## src/rtl/snd_c.sv

```systemverilog
// Store-and-forward byte-frame transmitter: host bytes are buffered, whole frames sent on a valid/ready link.
// Latency: a 1-byte frame written with the FSM idle and the FIFO empty is presented on the link 2 cycles later.
// Backpressure: link data/last are held while valid is high and ready is low; host writes while full are dropped.
//
// Ports:
//   clk, rst            rising-edge clock, asynchronous active-high reset
//   snd_c_in1/2/3       host write enable / data / last (byte ends a frame)
//   snd_c_in4           link ready from the receiver
//   snd_c_out1/2/3      link valid / data / last
//   snd_c_out4          FIFO full (registered occupancy == DEPTH)
module snd_c #(
    parameter int DEPTH   = 8,
    parameter int AW      = 3,
    parameter int GAP_CYC = 2
) (
    input  logic       clk,
    input  logic       rst,
    input  logic       snd_c_in1,
    input  logic [7:0] snd_c_in2,
    input  logic       snd_c_in3,
    input  logic       snd_c_in4,
    output logic       snd_c_out1,
    output logic [7:0] snd_c_out2,
    output logic       snd_c_out3,
    output logic       snd_c_out4
);

    // Gap counter runs 0..GAP_CYC-1; keep it at least one bit wide so GAP_CYC of 0 or 1 still elaborates.
    localparam int GW       = (GAP_CYC > 1) ? $clog2(GAP_CYC) : 1;
    localparam int GAP_LAST = (GAP_CYC > 0) ? GAP_CYC - 1 : 0;

    localparam logic [AW-1:0] PTR_ONE = 1;
    localparam logic [AW:0]   CNT_ONE = 1;
    localparam logic [GW-1:0] GAP_ONE = 1;
    localparam logic [AW:0]   CNT_FULL = (AW+1)'(DEPTH);
    localparam logic [GW-1:0] GAP_END  = GW'(GAP_LAST);

    typedef enum logic [1:0] {
        ST_IDLE,
        ST_SEND,
        ST_GAP
    } state_t;

    logic [8:0]    mem [DEPTH];
    logic [AW-1:0] wr_ptr;
    logic [AW-1:0] rd_ptr;
    logic [AW:0]   occ;
    logic [AW:0]   frame_cnt;
    logic [GW-1:0] gap_cnt;
    state_t        state;
    state_t        state_nxt;

    logic       full;
    logic       empty;
    logic       wr_acc;
    logic       pop;
    logic [8:0] head;
    logic       frame_in;
    logic       frame_out;

    assign full  = (occ == CNT_FULL);
    assign empty = (occ == '0);
    assign head  = mem[rd_ptr];

    // Full is judged on registered occupancy, so a write while full is lost even if a pop frees a slot this cycle.
    assign wr_acc    = snd_c_in1 && !full;
    assign pop       = snd_c_out1 && snd_c_in4;
    assign frame_in  = wr_acc && snd_c_in3;
    assign frame_out = pop && head[8];

    assign snd_c_out1 = (state == ST_SEND) && !empty;
    assign snd_c_out2 = snd_c_out1 ? head[7:0] : 8'h00;
    assign snd_c_out3 = snd_c_out1 && head[8];
    assign snd_c_out4 = full;

    // Storage array carries no reset: pointers and occupancy define which entries are meaningful.
    always_ff @(posedge clk) begin
        if (wr_acc) begin
            mem[wr_ptr] <= {snd_c_in3, snd_c_in2};
        end
    end

    always_ff @(posedge clk or posedge rst) begin
        if (rst) begin
            wr_ptr    <= '0;
            rd_ptr    <= '0;
            occ       <= '0;
            frame_cnt <= '0;
        end else begin
            if (wr_acc) begin
                wr_ptr <= wr_ptr + PTR_ONE;
            end
            if (pop) begin
                rd_ptr <= rd_ptr + PTR_ONE;
            end
            case ({wr_acc, pop})
                2'b10:   occ <= occ + CNT_ONE;
                2'b01:   occ <= occ - CNT_ONE;
                default: occ <= occ;
            endcase
            case ({frame_in, frame_out})
                2'b10:   frame_cnt <= frame_cnt + CNT_ONE;
                2'b01:   frame_cnt <= frame_cnt - CNT_ONE;
                default: frame_cnt <= frame_cnt;
            endcase
        end
    end

    always_ff @(posedge clk or posedge rst) begin
        if (rst) begin
            state   <= ST_IDLE;
            gap_cnt <= '0;
        end else begin
            state <= state_nxt;
            if (state == ST_GAP && state_nxt == ST_GAP) begin
                gap_cnt <= gap_cnt + GAP_ONE;
            end else begin
                gap_cnt <= '0;
            end
        end
    end

    // A full FIFO with no complete frame starts sending anyway (cut-through); otherwise an over-long
    // frame could never drain and the host would stall forever.
    always_comb begin
        state_nxt = state;
        case (state)
            ST_IDLE: begin
                if (frame_cnt != '0 || full) begin
                    state_nxt = ST_SEND;
                end
            end
            ST_SEND: begin
                if (frame_out) begin
                    state_nxt = (GAP_CYC > 0) ? ST_GAP : ST_IDLE;
                end
            end
            ST_GAP: begin
                if (gap_cnt == GAP_END) begin
                    state_nxt = ST_IDLE;
                end
            end
            default: state_nxt = ST_IDLE;
        endcase
    end

endmodule

```

## config.mk

```make
export PLATFORM = sky130hd
export DESIGN_NAME = snd_c
export DESIGN_NICKNAME = d
export VERILOG_FILES = /design/src/rtl/snd_c.sv
export SDC_FILE = /design/constraint.sdc
export NUM_CORES = 1
export LEC_CHECK = 0
export CAP_MARGIN = 20
export CORE_ASPECT_RATIO = 1.75
export CORE_MARGIN = 5
export CORE_UTILIZATION = 40
export DETAILED_ROUTE_END_ITERATION = 6
export SYNTH_ARGS = -nofsm -noshare
export SYNTH_HDL_FRONTEND = slang
export SYNTH_SLANG_ARGS = --single-unit
```

## constraint.sdc

```tcl
create_clock -name clk -period 3.2 [get_ports clk]
set_input_delay 0.64 -clock clk [delete_from_list [all_inputs] [get_ports clk]]
set_output_delay 0.64 -clock clk [all_outputs]
set_load 0.02 [all_outputs]
```

Word level (Yosys, flattened, before mapping)
Memory sizes are Yosys's and may differ from the RTL's.
Cells that the tools add are included.
{ "op_classes": {"add_sub_neg": 7, "n_eq_ne": 8, "n_mux": 10, "reduce_logical": 15} }
{ "op_table": {"columns": ["op", "count"], "rows": [
  ["$pmux 4 s2", 2],
  ["$add 4x1->4 const B", 2],
  ["$eq 2x2->1 const B", 4],
  ["$mux 8", 1],
  ["$sub 4x1->4 const B", 2],
  ["$logic_and 1x1->1", 7],
  ["$add 3x1->3 const B", 2],
  ["$eq 2x1->1 const B", 3],
  ["$mux 2", 3],
  ["$pmux 2 s3", 1],
  ["$eq 4x4->1 const B", 1],
  ["$logic_not 4->1", 1],
  ["$reduce_bool 2->1", 2],
  ["$reduce_bool 4->1", 1],
  ["$mux 1", 3],
  ["$logic_not 1->1", 2],
  ["$logic_not 2->1", 1],
  ["$add 1x1->1 const B", 1],
  ["$logic_or 1x1->1", 1]
]} }
{ "totals": {"register_bits": 17, "ramBits": 72, "inputBits": 13, "out_inout_bits": 11, "elab_cells": 47, "n_memories": 1} }
{ "memory_table": {"columns": ["memory", "depth", "width", "rd", "rd_clocked_by_memory_dff", "write_ports", "line_no", "source"], "rows": [
  ["mem", 8, 9, 1, 0, 1, "44", "logic [8:0] mem [DEPTH];"]
]} }

Depth between registers and ports, before layout
Gate-level depths: netlist (run 1).
{ "depth": {"ltp_word": 10, "mapped_depth": 12, "depth_no_buf": 11} }

Worst setup path before layout (run 1)
No wires, ideal clock.
{ "synth_timing": {"kind": "register -> register", "from": "reg occ[2]", "to": "reg occ[3]", "setup_ns": 0.116, "arrival_ns": 2.814, "required_ns": 3.084, "path_slack_ns": 0.270, "path_stages_with_launch": 9, "path_buffers": 0, "synth_period_minus_slack_ns": 2.930, "path_cell_list": "dfrtp_1 > nor4b_1 > and2b_1 > inv_1 > ha_1 > ha_1 > a21oi_1 > o21ai_0 > o311ai_0"} }
{ "synth_via": {"elab_cells_between_ends": 13, "cone_classes": "add/sub (2); eq/ne (3); mux (1); reduce/logical (7)"} }
{ "synth_rtl": {"columns": ["item", "line_no", "source"], "rows": [
  ["start: declaration", "47", "logic [AW:0] occ;"],
  ["start signal: assignment", "97", "2'b10: occ <= occ + CNT_ONE;"],
  ["start signal: assignment", "98", "2'b01: occ <= occ - CNT_ONE;"],
  ["$eq 4x4->1 *", "61", "assign full = (occ == CNT_FULL);"],
  ["via snd_c_out4", "25", "output logic snd_c_out4"],
  ["$logic_not 1->1 *", "66", "assign wr_acc = snd_c_in1 && !full;"],
  ["$logic_and 1x1->1 *", "66", null],
  ["$eq 2x1->1 / $eq 2x2->1 (equally long branches)", "96", "case ({wr_acc, pop})"],
  ["$pmux 4 s2 / $reduce_bool 2->1 (equally long branches)", null, null]
]} }
The timed path passes the listed nets; every way through them passes the cells marked *.
A chain may end at the register's enable or synchronous reset.

Final worst setup path (run 1)
{ "layout_timing": {"from": "reg occ[0]", "to": "out snd_c_out3"} }
{ "layout_via": {"elab_chain_cells": 4} }
{ "layout_lines": {"columns": ["item", "line_no", "source"], "rows": [
  ["$logic_not 4->1", "62", "assign empty = (occ == '0);"],
  ["$logic_not 1->1", "71", "assign snd_c_out1 = (state == ST_SEND) && !empty;"],
  ["$logic_and 1x1->1", "71", null],
  ["$logic_and 1x1->1", "73", "assign snd_c_out3 = snd_c_out1 && head[8];"],
  ["end: declaration", "24", "output logic snd_c_out3,"]
]} }
No other way between the ends.

==> key figures, run 1 <==
Synthesis
  – Sequential fraction of the synthesis area: 68.2%
  – Synthesized cell area: 3790 um2
  – Yosys top cell area share: 57.0%
  – Post-synth ARST share: 19.1%
  – Synth cell count leaders: edfxtp_1, nor2_1, dfrtp_1
  – Mapped Nets: 256
  – Cell count after synthesis: 233
  – Avg Cell Area, Syn: 16.3 um2
  – Ranking of synthesized cells by area: edfxtp_1, dfrtp_1, mux4_2, mux2i_1, ha_1
  – Top_reg_cell synth: edfxtp_1
  – Post-synth EDFFs: 72
  – Synth area leader: edfxtp_1
  – Synth Register Bits: 89
  – Unique masters post-synth: 37
  – Most common cell in the netlist: edfxtp_1
  – Yosys Warn Count: 0

Final layout
  – Nets: 298
  – Layout cells sized above 1: 16.1%
  – Diodes inserted: 0
  – Area Overhead vs Synth: 19.8%
  – Fillers: 791

Route
  – Initial DRC Count: 105
  – Post-DR vias/cell: 4.98
  – Detailed Route WL: 7200 um
  – Detailed-router iteration count before antenna repair: 4
  – DRT antenna net count: 0
  – Total number of vias: 2,003
  – Remaining DRCs: 0
  – Wire length per cell: 17.9 um

STA
  – Hold Slack: 0.420 ns
  – Final period utilization: 94.2%
  – Final-report setup violation count: 0
  – Worst Skew: 0.00480 ns
  – Fmax: 332 MHz
  – RSZ-0062 raised after global routing: no
  – Slew headroom: 54.1%
  – Worst slew pin tran: 0.687 ns
  – Fin crit period: 3.02 ns
  – Setup_tns: 0 ns
  – Max-slew violation count: 0
  – Final Hold Fails: 0

Critical path
  – CP Max Fanout: 7
  – Worst R2R Path Depth: 11
  – CP Capture Type: output pin
  – Worst setup SP type: register
  – Worst setup path category: reg2out
  – Crit path cell chain: nor4_1 -> or3b_1 -> buf_4 -> nor2_1 -> clkdlybuf4s50_1
  – Slowest CP cell: clkdlybuf4s50_1
  – Largest delay share family, worst path: buffers and inverters
  – Max incr delay on CP: 0.62 ns
  – WP buf/inv: 2
  – Worst EP arrival: 2.38 ns
  – Worst path depth: 5
  – Req. time, crit path: 2.56 ns

Power and ir drop
  – Max VDD drop: 0.587 mV
  – PnR Total Power: 4350 uW
  – PwrDens: 956 nW/um2
  – Lkg Pwr: 0.00164 uW

Clock tree
  – Clock Tree Buf Depth: 2
  – CTS H-tree lvls: 3
  – Setup Buffers After CTS: 0
  – CTS clk-pin slew, worst paths: 0.06 ns
  – CTS tree: yes
  – Clock Sink Count: 89
  – Root Driver: clkbuf_16
  – Post-CTS Resized: 0
  – Hold-fix buffers, CTS: 0
  – TritonCTS buffer count: 9
  – Clk Latency, worst-skew pair: 0.33 ns

Min path
  – Hold Path Class: reg2reg
  – Worst Hold Depth: 1

Outcome
  – Outcome: finished clean

Floorplan
  – DIE WIDTH: 83.6 um
  – Initial Util: 40.6%
  – Io pins: 24
  – Core Footprint: 9350 um2
  – Row count: 47
  – Die height: 139 um
  – Die area: 11,600 um2

Global routing
  – Largest net degree at the start of global routing: 21
  – Antenna violations before repair: 0
  – GRT Util Overall: 13.4%
  – Number of global-route vias before repair: 2,178
  – Global-route wire length before repair: 11,600 um
  – Grt ovf: 0

Flow run
  – Max Cap Viol: 0

Place
  – DP HPWL: 4950 um
  – Port Buffer Count: 23
  – Placer congestion estimate: 0.714
final cells by class:
cell class                      instances  area [um2]  share of cell area [%]
Sequential cell                        89        2590                    56.9
Multi-Input combinational cell        122        1110                    24.4
Timing Repair Buffer                   39         363                    7.98
Clock buffer                           14         244                    5.36
Tap cell                              122         153                    3.36
Inverter                               14        57.6                    1.27
Clock inverter                          2        33.8                   0.743
flip-flops by register name, summed over array words and instances (netlist names):
name / count
rd_ptr: 3
wr_ptr: 3
state: 2
mem: 72
occ: 4
gap_cnt: 1
frame_cnt: 4
through the flow:
stage | cell area [um2] | std cells | worst slack [ns] | util (%)
after floorplan | 3790 | 233 | 0.270 | -
after global placement | 4270 | 386 | 0.475 | 45.7
after detailed placement | 4270 | 386 | 0.343 | 45.7
after CTS | 4550 | 402 | 0.145 | 48.6
after global routing | 4550 | 402 | 0.0995 | 48.6
final | 4550 | 402 | 0.185 | 48.6
worst reg2reg max path, stage by stage, from the launching register on:
cell	delay [ns]
dfrtp_1	0.42
nor4_1	0.36
or3b_1	0.37
inv_6	0.06
nand2_4	0.11
nor2_1	0.06
ha_1	0.28
ha_1	0.34
inv_1	0.07
nor4_1	0.27
nand4b_1	0.16
o211ai_1	0.10
kinds of logic (layout without fill, tap and decap cells):
logic type / after synthesis / after routing / synth area share [%]
flip-flops: 89 / 89 / 68.2
AO/OA/AOI/OAI: 12 / 12 / 1.95
buffers and inverters: 22 / 69 / 2.57
multiplexers: 31 / 31 / 13.6
AND/OR/NAND/NOR: 62 / 62 / 8.41
XOR/XNOR: 7 / 7 / 1.62
adder cells (fa/ha/maj): 10 / 10 / 3.69
power by group:
part           total (uW)  switching (uW)  internal [uW]
Clock                 995             391            604
Sequential           1670             165           1500
Combinational        1690             873            814
cell usage in the layout, fill, tap and decap left out, types with 2 or more instances in the layout:
cell type | netlist | layout
nor3b_1 | 2 | 2
nand2_1 | 14 | 14
clkdlybuf4s50_1 | 0 | 23
nor4_1 | 3 | 3
o21ai_0 | 5 | 5
nand3b_1 | 2 | 2
nor3_1 | 5 | 5
or3_1 | 3 | 3
a21oi_1 | 2 | 2
dfrtp_1 | 17 | 17
nand2b_1 | 4 | 4
clkbuf_16 | 0 | 9
nand4b_1 | 2 | 2
ha_1 | 8 | 8
buf_4 | 0 | 15
o211ai_1 | 2 | 2
inv_1 | 13 | 13
clkbuf_1 | 3 | 5
mux4_2 | 16 | 16
xnor2_1 | 5 | 5
nor2_1 | 19 | 19
edfxtp_1 | 72 | 72
nand3_1 | 2 | 2
xor2_1 | 2 | 2
fa_1 | 2 | 2
mux2i_1 | 14 | 14
worst paths after layout:
path                                     from  slack [ns]                       end
min reg2reg                 gap_cnt$_DFF_PP0_        0.42         gap_cnt$_DFF_PP0_
max reg2reg                occ[3]$_DFFE_PP0P_        0.48  frame_cnt[3]$_DFFE_PP0P_
max in group asynchronous                 rst        2.05        state[1]$_DFF_PP0_
min in group asynchronous                 rst        0.71        occ[2]$_DFFE_PP0P_
max                        occ[0]$_DFFE_PP0P_        0.18                snd_c_out3
min                         gap_cnt$_DFF_PP0_        0.42         gap_cnt$_DFF_PP0_
layer usage:
metal  up-vias  part of all wire [%]  GRT usage [%]
met4         0                   1.7           6.02
met5         -                     0              0
li1        961                     -              -
met3         7                   2.3           2.73
met1      1006                    40           15.3
met2        29                    56           23.7
No activity file was read; power rests on OpenSTA's default activity.
==> run 2, diff against run 1 <==
Settings changed: GPL_ROUTABILITY_DRIVEN from default to 0.
==> results of run 2 <==
Same layout as run 1: the final DEF is identical, and so are final timing and power.
==> run 3, diff against run 2 <==
Settings changed: ABC_CLOCK_PERIOD_IN_PS from default to 2900, CORE_UTILIZATION 40 to 45.
Clock period 3.2 ns to 2.9 ns, I/O delays scaled along.
==> key figures, run 3 (synthesis results as in run 1) <==
Route
  – DRT antenna net count: 0
  – Total number of vias: 2,020
  – Remaining DRCs: 0
  – Initial DRC Count: 118
  – Wire length per cell: 18.3 um
  – Detailed Route WL: 6790 um
  – Post-DR vias/cell: 5.44
  – Detailed-router iteration count before antenna repair: 4

Power and ir drop
  – PnR Total Power: 4690 uW
  – PwrDens: 1040 nW/um2
  – Lkg Pwr: 0.00171 uW
  – Max VDD drop: 0.568 mV

Floorplan
  – Core Footprint: 8260 um2
  – Initial Util: 46.0%
  – Die height: 131 um
  – Row count: 44
  – DIE WIDTH: 79.4 um
  – Die area: 10,400 um2
  – Io pins: 24

Final layout
  – Fillers: 678
  – Biggest registers after layout: mem x72, frame_cnt x4, occ x4
  – Nets: 298
  – Commonest non-fill, non-tap cells in the layout: edfxtp_1, nor2_1, mux4_2, dfrtp_1, clkdlybuf4s50_1
  – Sequential Area: 2590 um2
  – Area Overhead vs Synth: 19.0%
  – Layout cells sized above 1: 17.2%
  – Multi-input gate area: 1120 um2
  – Diodes inserted: 0
  – Most common cell after layout, fill and taps aside: edfxtp_1
  – Largest register FFs: 72
  – Largest Register: mem
  – Fin cells: 371

Critical path
  – WP buf/inv: 2
  – Slowest CP cell: clkdlybuf4s50_1
  – Crit path cell chain: nor4_1 -> or3b_1 -> buf_4 -> nor2_1 -> clkdlybuf4s50_1
  – R2R Setup Slk: 0.28 ns
  – Worst EP arrival: 2.19 ns
  – Reg-to-Reg End: occ[3]$_DFFE_PP0P_
  – Largest delay share family, worst path: buffers and inverters
  – Worst setup SP type: register
  – Req. time, crit path: 2.32 ns
  – Worst setup path category: reg2out
  – CP Capture Type: output pin
  – Start of the worst register-to-register path: occ[3]$_DFFE_PP0P_
  – Max incr delay on CP: 0.60 ns
  – Worst R2R Path Depth: 10
  – CP Max Fanout: 9

Clock tree
  – CTS H-tree lvls: 3
  – Clock Tree Buf Depth: 2
  – TritonCTS buffer count: 9
  – CTS clk-pin slew, worst paths: 0.06 ns
  – CTS tree: yes
  – Clk Latency, worst-skew pair: 0.33 ns
  – Root Driver: clkbuf_16
  – Clock Sink Count: 89

STA
  – Worst slew pin tran: 0.675 ns
  – Worst Skew: 0.00672 ns
  – Final-report setup violation count: 0
  – RSZ-0062 raised after global routing: no
  – Slew headroom: 55.0%
  – Fin crit period: 2.77 ns
  – Final period utilization: 95.6%
  – Fmax: 361 MHz
  – Max-slew violation count: 0
  – Final Hold Fails: 0

Min path
  – Worst Hold Depth: 1
  – Endpoint, Worst Hold: gap_cnt$_DFF_PP0_
  – Hold Path Class: reg2reg
  – HP Start: gap_cnt$_DFF_PP0_

Global routing
  – GRT Util Overall: 14.8%
  – Global-route wire length before repair: 11,400 um
  – Largest net degree at the start of global routing: 23
  – Number of global-route vias before repair: 2,191
  – Grt ovf: 0
  – Antenna violations before repair: 0

Place
  – DP HPWL: 4550 um
  – Placed Cells: 356
  – Port Buffer Count: 23

Flow run
  – Max Cap Viol: 0

Outcome
  – Outcome: finished clean
==> run 3: cell types whose count changed in the layout (fill, tap and decap cells not counted), sizes merged <==
cell	before	now
clkinv	1	4
dlymetal6s2s	0	5
clkdlybuf4s50	23	16
clkbuf	14	10
bufinv	1	0
dlygate4sd2	0	2
clkinvlp	0	1
==> run 3: how the worst max path moves through the flow <==
stage,end,depth (start not counted),start
detailed placement,occ[3]$_DFFE_PP0P_,8,snd_c_in1
global route,snd_c_out2[4],5,occ[3]$_DFFE_PP0P_
floorplan,occ[3]$_DFFE_PP0P_,8,occ[2]$_DFFE_PP0P_
global placement,occ[3]$_DFFE_PP0P_,8,snd_c_in1
finish,snd_c_out2[4],5,occ[3]$_DFFE_PP0P_
CTS,snd_c_out2[2],5,occ[0]$_DFFE_PP0P_
==> run 3: worst register-to-register path, cell delays in order (launching register included) <==
cell      delay, ns
dfrtp_1        0.42
nor4_1         0.32
or3b_1         0.25
inv_6          0.05
nand2_4        0.10
inv_1          0.06
ha_1           0.26
ha_1           0.31
a21oi_1        0.21
o21ai_0        0.14
o311ai_0       0.38
==> run 3: stage by stage <==
stage / util [%] / setup slack [ns] / hold WS, ns / area [um2] / TNS [ns]
floorplan: - / 0.311 / 0.392 / 3800 / 0
global placement: 51.5 / 0.219 / 0.402 / 4250 / 0
detailed placement: 51.5 / -0.00130 / 0.404 / 4250 / -0.00130
CTS: 54.5 / 0.0297 / 0.412 / 4500 / 0
global route: 54.7 / 0.00452 / 0.432 / 4520 / 0
finish: 54.7 / 0.128 / 0.409 / 4520 / 0
==> run 3: layout make-up <==
class / instances / area share (%)
Clock buffer: 10 / 5.07
Tap cell: 92 / 2.55
Inverter: 14 / 1.27
Multi-Input combinational cell: 122 / 24.7
Sequential cell: 89 / 57.3
Timing Repair Buffer: 39 / 8.53
Clock inverter: 5 / 0.526
==> run 3: layer usage <==
layer | wire (um) | GRT usage (%) | vias to the layer above | part of all wire [%]
li1 | - | - | 966 | -
met1 | 2750 | 17.4 | 1011 | 40
met2 | 3700 | 24.7 | 32 | 54
met3 | 210 | 4.11 | 11 | 3.1
met4 | 136 | 6.79 | 0 | 2.0
met5 | 0 | 0 | - | 0
==> run 3: what timing repair did <==
action | in CTS | in global routing
endpoints found under the setup margin | 2 | 7
hold buffers | 0 | 0
gates cloned | 0 | 0
buffers inserted | 0 | 0
gates resized for setup | 2 | 6
==> run 3: where the power goes <==
group          switching (uW)  internal [uW]  leakage (uW)
sequential                168           1660      0.000857
combinational             963            902      0.000734
clock                     433            564      0.000121
